`config.mk`:
```
export PLATFORM = sky130hd
export DESIGN_NAME = multicycle_ctrl
export DESIGN_NICKNAME = d
export VERILOG_FILES = /design/src/rtl/multicycle_ctrl.sv
export SDC_FILE = /design/constraint.sdc
export NUM_CORES = 1
export LEC_CHECK = 0
export CAP_MARGIN = 40
export CORE_MARGIN = 2
export CORE_UTILIZATION = 38
export DETAILED_ROUTE_END_ITERATION = 6
export HOLD_SLACK_MARGIN = 0.15
export PLACE_DENSITY = 0.76
export SLEW_MARGIN = 25
export SYNTH_ARGS = -nofsm -noshare
export SYNTH_HDL_FRONTEND = slang
export SYNTH_SLANG_ARGS = --single-unit
```
`constraint.sdc`:
```
create_clock -name clk -period 1.65 [get_ports clk]
set_input_delay 0.2475 -clock clk [delete_from_list [all_inputs] [get_ports clk]]
set_output_delay 0.2475 -clock clk [all_outputs]
set_load 0.05 [all_outputs]
```
`src/rtl/multicycle_ctrl.sv`:
```
// Multicycle controller for an RV32 subset (R, I-arith, LW, SW, BEQ): FETCH/DECODE/EXEC/MEM/WB.
// Optional build macro MULTICYCLE_MEM_WAIT_EN stalls in MEM until dmem_ready is seen.
module multicycle_ctrl #(
  parameter int ALUW = 4
) (
  input  logic            clk,
  input  logic            rst,
  input  logic [31:0]     instr,
  input  logic            zero,
  input  logic            dmem_ready,
  output logic            PCSrc,
  output logic            ALUSrc,
  output logic            RegWrite,
  output logic            MemtoReg,
  output logic [ALUW-1:0] ALUCtrl,
  output logic            loadPC,
  output logic            MemRead,
  output logic            MemWrite,
  output logic            illegal,
  output logic [2:0]      state
);
  typedef enum logic [2:0] {
    FETCH  = 3'd0,
    DECODE = 3'd1,
    EXEC   = 3'd2,
    MEM    = 3'd3,
    WB     = 3'd4
  } state_t;

  localparam logic [6:0] OP_R   = 7'b0110011;
  localparam logic [6:0] OP_I   = 7'b0010011;
  localparam logic [6:0] OP_LW  = 7'b0000011;
  localparam logic [6:0] OP_SW  = 7'b0100011;
  localparam logic [6:0] OP_BEQ = 7'b1100011;

  localparam logic [3:0] ALU_AND = 4'b0000;
  localparam logic [3:0] ALU_OR  = 4'b0001;
  localparam logic [3:0] ALU_ADD = 4'b0010;
  localparam logic [3:0] ALU_SUB = 4'b0110;
  localparam logic [3:0] ALU_SLT = 4'b0111;
  localparam logic [3:0] ALU_SRL = 4'b1000;
  localparam logic [3:0] ALU_SLL = 4'b1001;
  localparam logic [3:0] ALU_SRA = 4'b1010;
  localparam logic [3:0] ALU_XOR = 4'b1101;

  typedef struct packed {
    logic [6:0] op;
    logic [2:0] f3;
    logic       f7b5;
  } ir_t;

  // Registered control word; PCSrc and the SW loadPC are gated late by zero/dmem_ready.
  typedef struct packed {
    logic       pcsrc_en;
    logic       alusrc;
    logic       regwrite;
    logic       memtoreg;
    logic       loadpc;
    logic       memread;
    logic       memwrite;
    logic       illegal;
    logic [3:0] alu;
  } ctl_t;

  state_t state_q, state_d;
  ir_t    ir_q, ir_d;
  ctl_t   ctl_q;
  logic   mem_done;

  function automatic logic is_legal(input logic [6:0] op);
    return (op == OP_R) || (op == OP_I) || (op == OP_LW) || (op == OP_SW) || (op == OP_BEQ);
  endfunction

  // SLTU has no dedicated ALU code; it maps onto SLT.
  function automatic logic [3:0] alu_op(input ir_t ir);
    logic [3:0] a;
    a = ALU_ADD;
    if (ir.op == OP_BEQ) begin
      a = ALU_SUB;
    end else if (ir.op == OP_R || ir.op == OP_I) begin
      case (ir.f3)
        3'b000:  a = (ir.op == OP_R && ir.f7b5) ? ALU_SUB : ALU_ADD;
        3'b001:  a = ALU_SLL;
        3'b010:  a = ALU_SLT;
        3'b011:  a = ALU_SLT;
        3'b100:  a = ALU_XOR;
        3'b101:  a = ir.f7b5 ? ALU_SRA : ALU_SRL;
        3'b110:  a = ALU_OR;
        default: a = ALU_AND;
      endcase
    end
    return a;
  endfunction

  function automatic ctl_t decode(input state_t st, input ir_t ir);
    ctl_t c;
    logic is_i, is_lw, is_sw, is_beq;
    is_i   = (ir.op == OP_I);
    is_lw  = (ir.op == OP_LW);
    is_sw  = (ir.op == OP_SW);
    is_beq = (ir.op == OP_BEQ);
    c      = '0;
    c.alu  = ALU_ADD;
    case (st)
      DECODE: begin
        c.illegal = !is_legal(ir.op);
        c.loadpc  = !is_legal(ir.op);
      end
      EXEC: begin
        c.alu      = alu_op(ir);
        c.alusrc   = is_i | is_lw | is_sw;
        c.pcsrc_en = is_beq;
        c.loadpc   = is_beq;
      end
      MEM: begin
        c.memread  = is_lw;
        c.memwrite = is_sw;
        c.memtoreg = is_lw;
        c.loadpc   = is_sw;
      end
      WB: begin
        c.regwrite = 1'b1;
        c.memtoreg = is_lw;
        c.loadpc   = 1'b1;
      end
      default: ;
    endcase
    return c;
  endfunction

`ifdef MULTICYCLE_MEM_WAIT_EN
  assign mem_done = dmem_ready;
`else
  logic unused_ready;
  assign unused_ready = dmem_ready;
  assign mem_done     = 1'b1;
`endif

  logic unused_instr;
  assign unused_instr = ^{instr[31], instr[29:15], instr[11:7]};

  always_comb begin
    state_d = FETCH;
    ir_d    = ir_q;
    case (state_q)
      FETCH: begin
        state_d = DECODE;
        ir_d    = {instr[6:0], instr[14:12], instr[30]};
      end
      DECODE: state_d = is_legal(ir_q.op) ? EXEC : FETCH;
      EXEC: begin
        if (ir_q.op == OP_R || ir_q.op == OP_I)        state_d = WB;
        else if (ir_q.op == OP_LW || ir_q.op == OP_SW) state_d = MEM;
        else                                           state_d = FETCH;
      end
      MEM: begin
        if (!mem_done)              state_d = MEM;
        else if (ir_q.op == OP_LW)  state_d = WB;
        else                        state_d = FETCH;
      end
      default: state_d = FETCH;
    endcase
  end

  always_ff @(posedge clk or posedge rst) begin
    if (rst) begin
      state_q <= FETCH;
      ir_q    <= '0;
      ctl_q   <= decode(FETCH, '0);
    end else begin
      state_q <= state_d;
      ir_q    <= ir_d;
      ctl_q   <= decode(state_d, ir_d);
    end
  end

  assign state    = state_q;
  assign PCSrc    = ctl_q.pcsrc_en & zero;
  assign ALUSrc   = ctl_q.alusrc;
  assign RegWrite = ctl_q.regwrite;
  assign MemtoReg = ctl_q.memtoreg;
  assign ALUCtrl  = ALUW'(ctl_q.alu);
  assign loadPC   = ctl_q.loadpc & ((state_q != MEM) | mem_done);
  assign MemRead  = ctl_q.memread;
  assign MemWrite = ctl_q.memwrite;
  assign illegal  = ctl_q.illegal;

endmodule

```
==> results of run 1 <==
-- final timing paths --
kind                               startpoint                   end  slack (ns)  cells after the start
max                        state[2]$_DFF_PP0_  ALUCtrl[2]$_DFF_PP0_       -0.11                      5
max reg2reg                state[2]$_DFF_PP0_  ALUCtrl[2]$_DFF_PP0_       -0.11                      5
min in group clk                     instr[1]     ir_q[5]$_DFF_PP0_        0.47                      3
max in group asynchronous                 rst  ALUCtrl[1]$_DFF_PP1_        1.12                      3
min                                       rst  ALUCtrl[2]$_DFF_PP0_        0.24                      3
min reg2reg                 ir_q[7]$_DFF_PP0_     ir_q[7]$_DFF_PP0_        0.49                      2
-- kinds of logic after synthesis --
group | after synthesis
compound gates | 17
buf+inv | 16
flops | 26
mux | 9
simple gates | 47
-- power by group through the flow --
stage | Sequential [µW] | Combinational, µW | Clock, µW
after global placement | 982 | 1290 | 0
final | 980 | 1440 | 323
after global routing | 1010 | 1560 | 357
after floorplan | 1120 | 679 | 0
after detailed placement | 993 | 1330 | 0
after CTS | 979 | 1420 | 330
-- flip-flops by register name, summed over array words and instances (netlist names) --
signal and count:
ALUSrc 1, MemRead 1, MemtoReg 1, ir_q 11, state 3, MemWrite 1
illegal 1, ctl_q 1, ALUCtrl 4, RegWrite 1, loadPC 1
-- final cells by class --
| cell class | instances | share of cell area |
|---|---|---|
| flip-flops and latches | 26 | 0.369 |
| multi-input cells | 73 | 0.304 |
| repair buffers | 52 | 0.254 |
| well taps | 44 | 0.0310 |
| inverters | 10 | 0.0211 |
| clock buffers | 4 | 0.0204 |
-- metal layers --
layer | global-route usage | vias to the layer above | share of wire
li1 | - | 498 | -
met5 | 0 | - | 0
met2 | 0.292 | 36 | 0.52
met3 | 0.0235 | 8 | 0.044
met4 | 0.0714 | 0 | 0.024
met1 | 0.189 | 495 | 0.41
-- stage by stage --
step | hold WS (ns) | setup TNS, ns | instance area, µm² | cells
finish | 0.245 | -0.336 | 1780 | 209
global route | 0.280 | -0.718 | 1780 | 209
CTS | 0.270 | -0.280 | 1770 | 209
detailed placement | 0.463 | -0.601 | 1680 | 203
global placement | 0.450 | -0.446 | 1680 | 203
floorplan | 0.287 | -0.786 | 1240 | 115
-- layout by cell type, fill, tap and decap left out, types with 2 or more instances in the layout --
cell	Yosys	final
buf_4	4	36
dfrtp_1	25	22
nand2_1	14	14
clkdlybuf4s50_1	0	13
inv_1	10	9
nor2_1	8	7
o21ai_0	6	6
mux2i_1	6	4
a21oi_1	5	4
nand4_1	3	3
nand3_1	3	3
a211oi_1	3	3
clkbuf_4	0	3
dfrtp_2	0	3
mux2_4	0	2
nor3_1	2	2
nor3b_1	2	2
and3_1	2	2
buf_12	0	2
-- worst register-to-register path, cell delays in order (launching register included) --
cell	delay (ns)
dfrtp_2	0.46
nor3_4	0.20
buf_6	0.16
mux2_4	0.31
or4_4	0.49
o31ai_2	0.08
-- repair_timing --
item                                    4_1_cts  5_1_grt
setup buffers                                 2        0
gates resized for setup                       5        2
pin swaps                                     3        1
endpoints found under the setup margin        6        7
==> results.json, run 1 <==
{
  "run_status": "finished, violations left",
  "violations": "setup timing",
  "ys_top_cells_by_count": "dfrtp_1, nand2_1, inv_1, nor2_1",
  "core_mm2": 0.00305,
  "drt_iter0_markers": 27,
  "fp-row-count": 20,
  "pre_cts_ws_ns": -0.198,
  "vias": 1037,
  "max_slew.worst_pin.slew_ns": 0.306,
  "synth_top_family_by_area": "simple AND/OR/NAND/NOR gates",
  "p_seq_frac": 0.358,
  "avgRoutedWirePerCell_um": 12.8,
  "pwr_density_cell_mw_per_mm2": 1540,
  "cts_num_sinks": 26,
  "synth.mux.area_fraction": 0.0776,
  "port_buffers": 28,
  "antennaDiodeCount": 0,
  "drv_cap": 0,
  "seqCellArea_um2": 656,
  "final_max_slew_viol_count": 0,
  "cp-end-kind": "flop",
  "maxSlewHeadroom": 0.790,
  "cts_tree": "done",
  "gp_congestion": 0.821,
  "post-dp-hpwl_um": 2020,
  "p_leak_uw": 0.000868,
  "crit_family": "simple AND/OR/NAND/NOR gates",
  "ctsLongestPathBuffers": 2,
  "synth_xor_area_frac": 0,
  "die-area_mm2": 0.00365,
  "layout-drive-gt1-share": 0.388,
  "fin_nets": 202,
  "ir_worst_vdd_v": 0.000694,
  "power.internal_uw": 1670,
  "synth_ff_type": "dfrtp_1",
  "cp_max_fo": 6,
  "clk_latency_ns": 0.33,
  "grt_max_degree": 27,
  "p_sw_frac": 0.392,
  "synth_top_area_frac": 0.517,
  "yosys.area_share.simple": 0.223,
  "hold_class": "in2async",
  "crit_chain": "nor3_4 > buf_6 > mux2_4 > or4_4 > o31ai_2",
  "path_buf_inv": 1,
  "post-route-util": 0.582,
  "switchingPower_uw": 1070,
  "yosysMostFrequentCell": "dfrtp_1",
  "setup_viol": 6,
  "io_pins": 51,
  "synth_cell_types": 33,
  "required_ns": 1.91,
  "synthCells": 115,
  "first_global_vias": 1009,
  "nFillCells": 268,
  "period_needed_ns": 1.76,
  "yosys_warnings": 0,
  "fmax_ghz": 0.569,
  "wl_um": 2680,
  "avgViaCountPerCell": 4.96,
  "grt_first_pass_wirelength_um": 4330,
  "comb_power_share": 0.524,
  "ys_seq_area_frac": 0.539,
  "die_h_um": 60.4,
  "grt-ovfl-total": 0,
  "setup.worst_path.class": "reg2reg",
  "multi_input_area_um2": 539,
  "h-tree-depth": 1,
  "final_hold_viol_count": 0,
  "fin_skew_ns": 0.0125,
  "initial_core_util": 0.396,
  "synth_edf_count": 0,
  "path_clk_slew_ns": 0.14,
  "p_total_uw": 2740,
  "synth.avg_cell_area_um2": 10.5,
  "rsz0062_at_grt": "true",
  "drc_errors": 0,
  "crit_slowest_cell": "or4_4",
  "drt_pre_antenna_iters": 4,
  "ant_nets": 0,
  "yosysTopAreaCell": "dfrtp_1",
  "worst_slack_ns": -0.107,
  "synthAdderAreaFrac": 0,
  "die_x_um": 60.4,
  "grt.total_usage": 0.161,
  "ys_top_cells_by_area": "dfrtp_1, mux2i_1, nand2_1",
  "antenna_found_initial": 0,
  "netlist_area_mm2": 0.00121,
  "clkPwrFrac": 0.118,
  "arrival_ns": 2.01,
  "areaGrowthSynthToFinish_pct": 46.7,
  "critPathLaunchType": "flop",
  "cpPeakStageDelay_ns": 0.49,
  "cts_inserted_buffers": 3,
  "ys_ff_latch": 26,
  "hold_buffers": 0,
  "period_share": 1.06,
  "synthArstFlopShare": 1.00,
  "syn-num-nets": 151,
  "clockRootBuffer": "clkbuf_4",
  "synth-compound-area-share": 0.0910
}
Power figures use the tool's default switching activity.
==> inputs of run 2 (changes only) <==
--- a/config.mk
+++ b/config.mk
@@ -15,3 +15,4 @@
 export SYNTH_ARGS = -nofsm -noshare
 export SYNTH_HDL_FRONTEND = slang
 export SYNTH_SLANG_ARGS = --single-unit
+export TNS_END_PERCENT = 20
==> results.json, run 2 (synthesized netlist as in run 1, its figures left out) <==
{
  "die_h_um": 60.4,
  "clk_latency_ns": 0.31,
  "drt_pre_antenna_iters": 4,
  "post-dp-hpwl_um": 2000,
  "avgRoutedWirePerCell_um": 12.4,
  "p_sw_frac": 0.388,
  "reg2reg_from": "state[2]$_DFF_PP0_",
  "max_slew.worst_pin.slew_ns": 0.378,
  "pre_cts_ws_ns": -0.181,
  "core_mm2": 0.00305,
  "drc_errors": 0,
  "run_status": "finished, violations left",
  "mostFrequentLayoutCell": "buf_4",
  "p_leak_uw": 0.000851,
  "die_x_um": 60.4,
  "period_share": 1.06,
  "ctsLongestPathBuffers": 2,
  "fin_skew_ns": 0.00723,
  "placed_area_mm2": 0.00166,
  "final_hold_viol_count": 0,
  "critPathLaunchType": "flop",
  "grt_max_degree": 27,
  "gp_congestion": 0.849,
  "wl_um": 2560,
  "port_buffers": 28,
  "path_clk_slew_ns": 0.13,
  "cts_inserted_buffers": 3,
  "p_total_uw": 2690,
  "initial_core_util": 0.396,
  "antenna_found_initial": 0,
  "power.internal_uw": 1650,
  "violations": "setup timing",
  "h-tree-depth": 1,
  "grt.total_usage": 0.153,
  "grt-ovfl-total": 0,
  "first_global_vias": 956,
  "final_max_slew_viol_count": 0,
  "cts_tree": "done",
  "hold_class": "in2async",
  "clkPwrFrac": 0.115,
  "setup_viol": 6,
  "ir_worst_vdd_v": 0.000707,
  "dp_cells": 201,
  "path_buf_inv": 1,
  "fmax_ghz": 0.569,
  "period_needed_ns": 1.76,
  "cp_max_fo": 6,
  "cpPeakStageDelay_ns": 0.50,
  "grt_first_pass_wirelength_um": 4040,
  "r2r_slack_ns": -0.11,
  "maxSlewHeadroom": 0.741,
  "switchingPower_uw": 1050,
  "areaGrowthSynthToFinish_pct": 44.0,
  "crit_family": "simple AND/OR/NAND/NOR gates",
  "p_seq_frac": 0.362,
  "worstReg2RegEnd": "ALUCtrl[2]$_DFF_PP0_",
  "clockRootBuffer": "clkbuf_4",
  "worst_slack_ns": -0.106,
  "cp-end-kind": "flop",
  "design_area_mm2": 0.00174,
  "avgViaCountPerCell": 4.83,
  "antennaDiodeCount": 0,
  "comb_power_share": 0.523,
  "arrival_ns": 2.00,
  "pwr_density_cell_mw_per_mm2": 1550,
  "layout-drive-gt1-share": 0.358,
  "vias": 995,
  "fin_nets": 199,
  "final_cell_mix": "buf_4, dfrtp_1, nand2_1, clkdlybuf4s50_1, inv_1",
  "setup.worst_path.class": "reg2reg",
  "post-route-util": 0.570,
  "cts_num_sinks": 26,
  "die-area_mm2": 0.00365,
  "instances_no_fill": 206,
  "drt_iter0_markers": 29,
  "crit_slowest_cell": "or4_4",
  "fp-row-count": 20,
  "required_ns": 1.89,
  "drv_cap": 0,
  "ant_nets": 0,
  "crit_chain": "nor3_4 > buf_6 > mux2_4 > or4_4 > o31ai_4",
  "largest_reg_flops": 11,
  "regMostFlops": "ir_q",
  "reg2reg_depth": 5,
  "io_pins": 51,
  "rsz0062_at_grt": "true"
}
## run 2: cell types whose count changed in the layout (fill, tap and decap cells not counted), sizes merged
| cell | delta |
|---|---|
| buf | -3 |
## run 2: through the flow
stage | TNS [ns] | hold WS [ns]
after global routing | -0.865 | 0.277
final | -0.463 | 0.267
after CTS | -0.419 | 0.268
after detailed placement | -0.628 | 0.467
after floorplan | -0.778 | 0.287
after global placement | -0.437 | 0.451
## run 2: timing repair
action,in CTS,in global routing
hold endpoints to repair,0,0
gates resized for setup,3,4
hold buffers,0,0
setup endpoints to repair,7,8
setup buffers,0,1
pin swaps,4,1
cloned,0,0
## run 2: final cells by class
cell class,count,area (µm²)
inverters,10,37.5
well taps,44,55.1
multi-input cells,73,528
fillers,266,1310
flip-flops and latches,26,656
repair buffers,49,429
clock buffers,4,36.3
## run 2: power by group through the flow
stage / Sequential (µW) / Combinational, µW / Clock (µW)
after global placement: 981 / 1290 / 0
after detailed placement: 989 / 1320 / 0
after CTS: 975 / 1370 / 325
final: 975 / 1410 / 311
after floorplan: 1120 / 679 / 0
after global routing: 1000 / 1510 / 349
## run 2: layer usage
| metal | wire (µm) | track usage | up-vias |
|---|---|---|---|
| met5 | 0 | 0 | - |
| met4 | 50 | 0.0745 | 0 |
| met3 | 123 | 0.0213 | 4 |
| met2 | 1280 | 0.275 | 35 |
| met1 | 1110 | 0.178 | 465 |
| li1 | - | - | 491 |
## run 2: worst max path at each step
stage                                   from              endpoint  slack (ns)  cells past startpoint
after floorplan           state[1]$_DFF_PP0_  ALUCtrl[1]$_DFF_PP1_       -0.22                      4
after global placement              instr[1]      loadPC$_DFF_PP0_       -0.16                      5
after detailed placement            instr[1]      loadPC$_DFF_PP0_       -0.18                      5
after CTS                 state[2]$_DFF_PP0_  ALUCtrl[2]$_DFF_PP0_       -0.12                      5
after global routing      state[2]$_DFF_PP0_  ALUCtrl[1]$_DFF_PP1_       -0.16                      6
final                     state[2]$_DFF_PP0_  ALUCtrl[2]$_DFF_PP0_       -0.11                      5
## run 2: tightest hold or removal path, cell delays in order
cell             delay (ns)
clkdlybuf4s50_1        0.40
inv_1                  0.05
buf_4                  0.30
